## src/rtl/pixel_alu_pipe.sv

```systemverilog
// pixel_alu_pipe: two-stage valid/ready pixel point-operation unit.
// Each pixel carries its own operation select, contrast gain, threshold and
// brightness offset; S1 captures the request and S2 registers the result.
// Optional build macro PIX_ALU_STATS_EN adds stats_clr, pix_count and
// sat_count (saturating output-handshake and saturation counters).

module pixel_alu_pipe #(
    parameter int unsigned CH_W      = 4,
    parameter int unsigned NUM_CH    = 3,
    parameter int unsigned GAIN_W    = 6,
    parameter int unsigned GAIN_FRAC = 2,
    parameter int unsigned MAP_CH    = 1
) (
    input  logic                     clk,
    input  logic                     rst_n,
    input  logic                     in_valid,
    output logic                     in_ready,
    input  logic [NUM_CH*CH_W-1:0]   in_pixel,
    input  logic [2:0]               in_func,
    input  logic [GAIN_W-1:0]        in_gain,
    input  logic [CH_W-1:0]          in_thresh,
    input  logic [CH_W:0]            in_offset,
    output logic                     out_valid,
    input  logic                     out_ready,
    output logic [NUM_CH*CH_W-1:0]   out_pixel
`ifdef PIX_ALU_STATS_EN
    ,
    input  logic                     stats_clr,
    output logic [31:0]              pix_count,
    output logic [31:0]              sat_count
`endif
);

    localparam int unsigned PIX_W = NUM_CH * CH_W;
    localparam int unsigned MAX   = (2 ** CH_W) - 1;
    localparam int unsigned MID   = 2 ** (CH_W - 1);
    // Signed working width for contrast and brightness before clamping.
    localparam int unsigned CW    = CH_W + GAIN_W + 2;

    typedef enum logic [2:0] {
        OP_INVERT   = 3'b000,
        OP_PSEUDO   = 3'b001,
        OP_CONTRAST = 3'b010,
        OP_THRESH   = 3'b011,
        OP_BRIGHT   = 3'b100,
        OP_PASS_5   = 3'b101,
        OP_PASS_6   = 3'b110,
        OP_PASS_7   = 3'b111
    } func_e;

    // Per-pixel request as captured by S1.
    typedef struct packed {
        logic [PIX_W-1:0]  pixel;
        func_e             func;
        logic [GAIN_W-1:0] gain;
        logic [CH_W-1:0]   thresh;
        logic [CH_W:0]     offset;
    } s1_req_t;

    logic             s1_valid;
    s1_req_t          s1_q;
    logic             s2_free;
    logic             in_fire;
    logic [PIX_W-1:0] res_pixel;
    logic [1:0]       pc_sel;

    // Pre-clamp contrast value: ((ch - MID) * gain) >>> GAIN_FRAC + MID.
    function automatic logic signed [CW-1:0] contrast_raw(
        input logic [CH_W-1:0]   ch,
        input logic [GAIN_W-1:0] gain
    );
        logic signed [CW-1:0] diff;
        logic signed [CW-1:0] prod;
        diff = $signed(CW'(ch)) - $signed(CW'(MID));
        prod = diff * $signed(CW'(gain));
        return (prod >>> GAIN_FRAC) + $signed(CW'(MID));
    endfunction

    // Pre-clamp brightness value: ch plus sign-extended offset.
    function automatic logic signed [CW-1:0] bright_raw(
        input logic [CH_W-1:0] ch,
        input logic [CH_W:0]   offset
    );
        return $signed(CW'(ch)) + $signed({{(CW - CH_W - 1){offset[CH_W]}}, offset});
    endfunction

    // Clamp a signed working value into [0, MAX].
    function automatic logic [CH_W-1:0] clamp_ch(input logic signed [CW-1:0] x);
        if (x[CW-1]) begin
            return '0;
        end else if (x > $signed(CW'(MAX))) begin
            return CH_W'(MAX);
        end else begin
            return x[CH_W-1:0];
        end
    endfunction

    // Per-channel result for every operation except pseudo-colour.
    function automatic logic [CH_W-1:0] chan_val(
        input logic [CH_W-1:0]   ch,
        input func_e             func,
        input logic [GAIN_W-1:0] gain,
        input logic [CH_W-1:0]   thresh,
        input logic [CH_W:0]     offset
    );
        logic [CH_W-1:0] v;
        case (func)
            OP_INVERT:   v = ~ch;
            OP_CONTRAST: v = clamp_ch(contrast_raw(ch, gain));
            OP_THRESH:   v = (ch > thresh) ? CH_W'(MAX) : '0;
            OP_BRIGHT:   v = clamp_ch(bright_raw(ch, offset));
            default:     v = ch;
        endcase
        return v;
    endfunction

    assign s2_free  = !out_valid || out_ready;
    assign in_ready = !s1_valid || s2_free;
    assign in_fire  = in_valid && in_ready;

    // S1: capture pixel and its operation parameters on an input handshake.
    always_ff @(posedge clk or negedge rst_n) begin
        if (!rst_n) begin
            s1_valid <= 1'b0;
            s1_q     <= '0;
        end else begin
            if (in_ready) begin
                s1_valid <= in_valid;
            end
            if (in_fire) begin
                s1_q.pixel  <= in_pixel;
                s1_q.func   <= func_e'(in_func);
                s1_q.gain   <= in_gain;
                s1_q.thresh <= in_thresh;
                s1_q.offset <= in_offset;
            end
        end
    end

    // Result datapath for the pixel held in S1.
    always_comb begin
        res_pixel = '0;
        pc_sel    = s1_q.pixel[MAP_CH*CH_W + CH_W - 1 -: 2];
        if (s1_q.func == OP_PSEUDO) begin
            case (pc_sel)
                2'b01:   res_pixel[0 +: CH_W]                 = CH_W'(MAX);
                2'b10:   res_pixel[CH_W +: CH_W]              = CH_W'(MAX);
                2'b11:   res_pixel[(NUM_CH-1)*CH_W +: CH_W]   = CH_W'(MAX);
                default: res_pixel                            = '0;
            endcase
        end else begin
            for (int c = 0; c < NUM_CH; c++) begin
                res_pixel[c*CH_W +: CH_W] = chan_val(s1_q.pixel[c*CH_W +: CH_W], s1_q.func,
                                                     s1_q.gain, s1_q.thresh, s1_q.offset);
            end
        end
    end

    // S2: register the result; hold it while downstream stalls.
    always_ff @(posedge clk or negedge rst_n) begin
        if (!rst_n) begin
            out_valid <= 1'b0;
            out_pixel <= '0;
        end else if (s2_free) begin
            out_valid <= s1_valid;
            if (s1_valid) begin
                out_pixel <= res_pixel;
            end
        end
    end

`ifdef PIX_ALU_STATS_EN
    localparam logic [31:0] CNT_MAX = '1;

    logic res_sat;
    logic out_sat;
    logic out_fire;

    // True when a signed working value falls outside [0, MAX].
    function automatic logic out_of_range(input logic signed [CW-1:0] x);
        return x[CW-1] || (x > $signed(CW'(MAX)));
    endfunction

    // Saturation flag: any channel out of range in contrast or brightness mode.
    always_comb begin
        res_sat = 1'b0;
        for (int c = 0; c < NUM_CH; c++) begin
            if (s1_q.func == OP_CONTRAST) begin
                res_sat = res_sat | out_of_range(contrast_raw(s1_q.pixel[c*CH_W +: CH_W], s1_q.gain));
            end else if (s1_q.func == OP_BRIGHT) begin
                res_sat = res_sat | out_of_range(bright_raw(s1_q.pixel[c*CH_W +: CH_W], s1_q.offset));
            end
        end
    end

    // Saturation flag travels alongside out_pixel.
    always_ff @(posedge clk or negedge rst_n) begin
        if (!rst_n) begin
            out_sat <= 1'b0;
        end else if (s2_free && s1_valid) begin
            out_sat <= res_sat;
        end
    end

    assign out_fire = out_valid && out_ready;

    // Sticky-at-max counters; a synchronous clear beats a same-cycle increment.
    always_ff @(posedge clk or negedge rst_n) begin
        if (!rst_n) begin
            pix_count <= '0;
            sat_count <= '0;
        end else if (stats_clr) begin
            pix_count <= '0;
            sat_count <= '0;
        end else if (out_fire) begin
            if (pix_count != CNT_MAX) begin
                pix_count <= pix_count + 32'd1;
            end
            if (out_sat && (sat_count != CNT_MAX)) begin
                sat_count <= sat_count + 32'd1;
            end
        end
    end
`endif

endmodule

```

## config.mk

```make
export PLATFORM = sky130hd
export DESIGN_NAME = pixel_alu_pipe
export DESIGN_NICKNAME = d
export VERILOG_FILES = /design/src/rtl/pixel_alu_pipe.sv
export SDC_FILE = /design/constraint.sdc
export NUM_CORES = 1
export LEC_CHECK = 0
export ABC_AREA = 1
export ABC_CLOCK_PERIOD_IN_PS = 13230
export BUFFER_PORTS_ARGS = -buffer_cell sky130_fd_sc_hd__buf_2
export CAP_MARGIN = 20
export CORE_UTILIZATION = 40
export CTS_CLUSTER_DIAMETER = 80
export DETAILED_ROUTE_END_ITERATION = 8
export PLACE_DENSITY_LB_ADDON = 0.15
export SLEW_MARGIN = 40
export SYNTH_ARGS = -nofsm -noshare
export SYNTH_HDL_FRONTEND = slang
export SYNTH_SLANG_ARGS = --single-unit
export TNS_END_PERCENT = 30
```

## constraint.sdc

```tcl
create_clock -name clk -period 13.23 [get_ports clk]
set_input_delay 2.646 -clock clk [delete_from_list [all_inputs] [get_ports clk]]
set_output_delay 2.646 -clock clk [all_outputs]
set_load 0.02 [all_outputs]
```

# Word-level counts from Yosys, hierarchy flattened
# Index checks and enable logic that the tools add are counted.
# W data, S select, Z words.
dict set report word_totals {
  output_inout_bits 14
  wordCells 68
  regBits 44
}
dict set report op_classes {
  n_reduce_logical 7
  order_cmp 9
  addsub 9
  n_eq_ne 7
  muxes 22
  bitwise_logic 3
  mul 3
}
# op n
set ops {}
lappend ops {{$mux W4} 18}
lappend ops {{$pmux W4 S4} 3}
lappend ops {{$mul A5 B7 Y12} 3}
lappend ops {{$add A10 B5 Y11 const B} 3}
lappend ops {{$gt A11 B5 Y1 const B} 3}
lappend ops {{$add A5 B5 Y6} 3}
lappend ops {{$gt A6 B5 Y1 const B} 3}
lappend ops {{$sub A4 B4 Y5 const B} 3}
lappend ops {{$gt A4 B4 Y1} 3}
lappend ops {{$mux W12} 1}
lappend ops {{$not A4 Y4} 3}
lappend ops {{$eq A3 B2 Y1 const B} 2}
lappend ops {{$eq A2 B2 Y1 const B} 2}
lappend ops {{$eq A3 B1 Y1 const B} 1}
lappend ops {{$eq A3 B3 Y1 const B} 1}
lappend ops {{$logic_not A3 Y1} 1}
lappend ops {{$eq A2 B1 Y1 const B} 1}
lappend ops {{$logic_not A1 Y1} 2}
lappend ops {{$logic_or A1 B1 Y1} 2}
lappend ops {{$reduce_and A2 Y1} 1}
lappend ops {{$logic_and A1 B1 Y1} 1}

# Longest topological paths before layout
dict set report depth {
  word_depth 8
  mapped_depth 28
}

# Worst setup path after synthesis
# Ideal clock, no wire load.
dict set report synth_timing {
  kind {input port to output port}
  startpoint {input out_ready}
  endpoint {output in_ready}
  arrival_time_ns 2.899
  required_ns 10.584
  cell_stages 2
  path_slack_ns 7.685
  cell_sequence {inv_1 > nand3_1}
}
dict set report synth_between {
  elab_chain_len 2
}
# element line
set synth_lines {}
lappend synth_lines {{start, declared} 24} ;# input logic out_ready,
lappend synth_lines {{$logic_or A1 B1 Y1} 117} ;# assign s2_free = !out_valid || out_ready;
lappend synth_lines {{$logic_or A1 B1 Y1} 118} ;# assign in_ready = !s1_valid || s2_free;
lappend synth_lines {{end, declared} 17} ;# output logic in_ready,
# No other way between the ends.

# Worst setup path in the final report
# Same ends and word-level chain as after synthesis.

==> impl_metrics.toml <==
[status]
outcome = "finished clean"

[sta]
worstMarginPinSlew_ns = 0.640
fin_ws_ns = 7.49
fin_crit_sh = 0.434
holdWs_ns = 0.521
tns_ns = 0
skew_ns = 0.00804
maxSlewHeadroom = 0.573
finalSetupViolCount = 0
fin_crit_ns = 5.74
hold_viol_final = 0
drv_slew = 0
fmax_mhz = 174
rsz0062_at_grt = "false"

[setup_path]
critPathLaunch = "out_ready"
endpoint_kind = "primary output"
crit_type = "in -> out"
slowest_stage = "buf_2"
path_max_fanout = 3
path_common_cell = "buf_2"
startpoint_type = "input pin"
crit_path_max_incr_delay_ns = 0.18
required_ns = 10.58
regToRegStartpoint = "pc_sel[1]$_DFFE_PN0P_"
crit_chain = "buf_2 > inv_1 > nand3_1 > buf_2"
arrival_ns = 3.10

[routing]
drt-initial-drc-count = 277
wl_per_cell_um = 13.1
ant_nets = 0
vias = 5935
wirelength_um = 16100
dr.pass1.iters = 5
viasPerCell = 4.83
drc = 0

[cts]
clockBufferDepth = 2
postCtsSetupRepairBufs = 0
cts.sinks = 44
htreeDepth = 2
holdBufCountCts = 0
clkTransAtPathRegs_ns = 0.07
post_cts_resized = 0
clock_latency_ns = 0.29
cts_root_buffer = "clkbuf_16"
tritoncts = "built"
cts_buffers = 5

[layout]
area_growth_pct = 9.00
seq_area_sq_um = 1100
final_util = 0.445
antenna_cells = 0
multi_input_area_sq_um = 4740
num-fill-cells = 1786
nets = 1183
layout_common_cells = "235 x nand2_1, 203 x inv_1, 99 x ha_1"
layout_commonest_cell = "nand2_1"
fin_area_sq_um = 7320
post_route_cells_drive_above_1_share = 0.0981

[synth]
ys_ff_latch = 44
yosysTopAreaCellShare = 0.184
yosys_warnings = 0
netlist_area_sq_um = 6720
ys_top_cells_by_area = "ha_1 18%, dfrtp_1 16%, nand2_1 13%"
syn_inst = 975
syn-num-nets = 1150
synth_top_area_cell = "ha_1"
syn_avg_cell_area_sq_um = 6.89
synth_cell_types = 38
ys_seq_area_frac = 0.164

[floorplanning]
initial_utilization = 0.408
ioPinCount = 48
fp-row-count = 47
core_area_sq_um = 16500
die_w_um = 132
fp.dieH_um = 132
fp.dieArea_sq_um = 17300

[job]
cap_violations = 0

[place]
dp_hpwl_um = 13200
place.gp.congestion = 0.818
dp_slack_ns = 7.49
io_buffers = 47
place_area_sq_um = 7150

[pwr]
leakagePower_nw = 4.22
power_density_nw_per_um2 = 237
vdd_ir_drop_max_mv = 0.174

[grt]
grt_usage = 0.196
antenna_found_initial = 0
grt_pass1_wl_um = 27500
grt_overflow = 0
grt_max_degree = 50
grt_pass1_vias = 5732

[worst_hold_path]
hp-start = "out_valid$_DFFE_PN0P_"
hold_path_class = "reg -> reg"
sequential cells by signal, indices dropped and copies added (netlist names):
name,cells
s1_q,28
pc_sel,2
s1_valid,1
out_valid,1
out_pixel,12
cells by family after synthesis:
logic type,share of synthesized area
AOI/OAI and AO/OA,0.0872
xor gates and xnor gates,0.0114
adders and majority gates,0.310
buffers and inverters,0.130
DFF,0.164
muxes,0.0201
and+or+nand+nor,0.278
critical path: cells and delay by family:
kind	cells	cell delay [ns]
buffers and inverters	3	0.33
AND/OR/NAND/NOR	1	0.11
where the power goes:
part	switching, W	internal, W	total (W)
combinational	0.000856	0.000515	0.00137
clock	0.0000587	0.0000899	0.000149
sequential	0.0000501	0.000165	0.000215
layout make-up:
class,count,share of cell area
Timing Repair Buffer,48,0.0335
Inverter,209,0.107
Sequential cell,44,0.150
Tap cell,220,0.0376
Clock buffer,5,0.0171
Clock inverter,3,0.00632
Multi-Input combinational cell,700,0.648
path summary, 6_finish.rpt:
| check | end | slack, ns | cells past startpoint |
|---|---|---|---|
| worst max-delay path | in_ready | 7.49 | 4 |
| worst min-delay path | out_valid$_DFFE_PN0P_ | 0.52 | 2 |
| worst max register to register | out_pixel[5]$_DFFE_PN0P_ | 8.24 | 20 |
| worst min register to register | out_valid$_DFFE_PN0P_ | 0.52 | 2 |
| max in group asynchronous | out_pixel[0]$_DFFE_PN0P_ | 10.46 | 1 |
| min in group asynchronous | s1_q[1]$_DFFE_PN0P_ | 2.36 | 1 |
stage by stage:
step | total power, W | cells
floorplan | 0.00133 | 975
global placement | 0.00158 | 1221
detailed placement | 0.00160 | 1221
CTS | 0.00176 | 1229
global route | 0.00198 | 1229
finish | 0.00173 | 1229
cells in the mapped netlist:
library cell / instances
clkinv_1: 3
nand4_1: 16
buf_6: 1
ha_1: 99
inv_1: 203
clkbuf_1: 21
fa_1: 42
nor2_2: 2
a21oi_4: 1
xnor2_1: 2
o22ai_1: 1
o21ai_1: 2
mux2_2: 12
o21ai_0: 25
nand2_2: 10
nand3_2: 4
and2_4: 1
or2_2: 1
nand3b_2: 1
nand3_1: 55
a21oi_2: 3
nor2_1: 90
and2_1: 3
dfrtp_1: 44
a211oi_1: 4
a21o_1: 1
xnor2_2: 2
nor3_1: 9
inv_2: 3
xor2_1: 3
nor2_4: 2
nor3b_1: 1
a31oi_1: 1
nand2_1: 236
o211a_1: 2
nand3b_1: 4
o21bai_1: 5
a21oi_1: 60
routing by layer:
layer	part of all wire	up-vias	track usage	routed length, um
met5	0	-	0	0
li1	-	3107	-	-
met2	0.48	92	0.337	7690
met4	0.014	0	0.0426	228
met3	0.032	16	0.0201	509
met1	0.48	2720	0.264	7700
(Power assumes the default switching activity.)
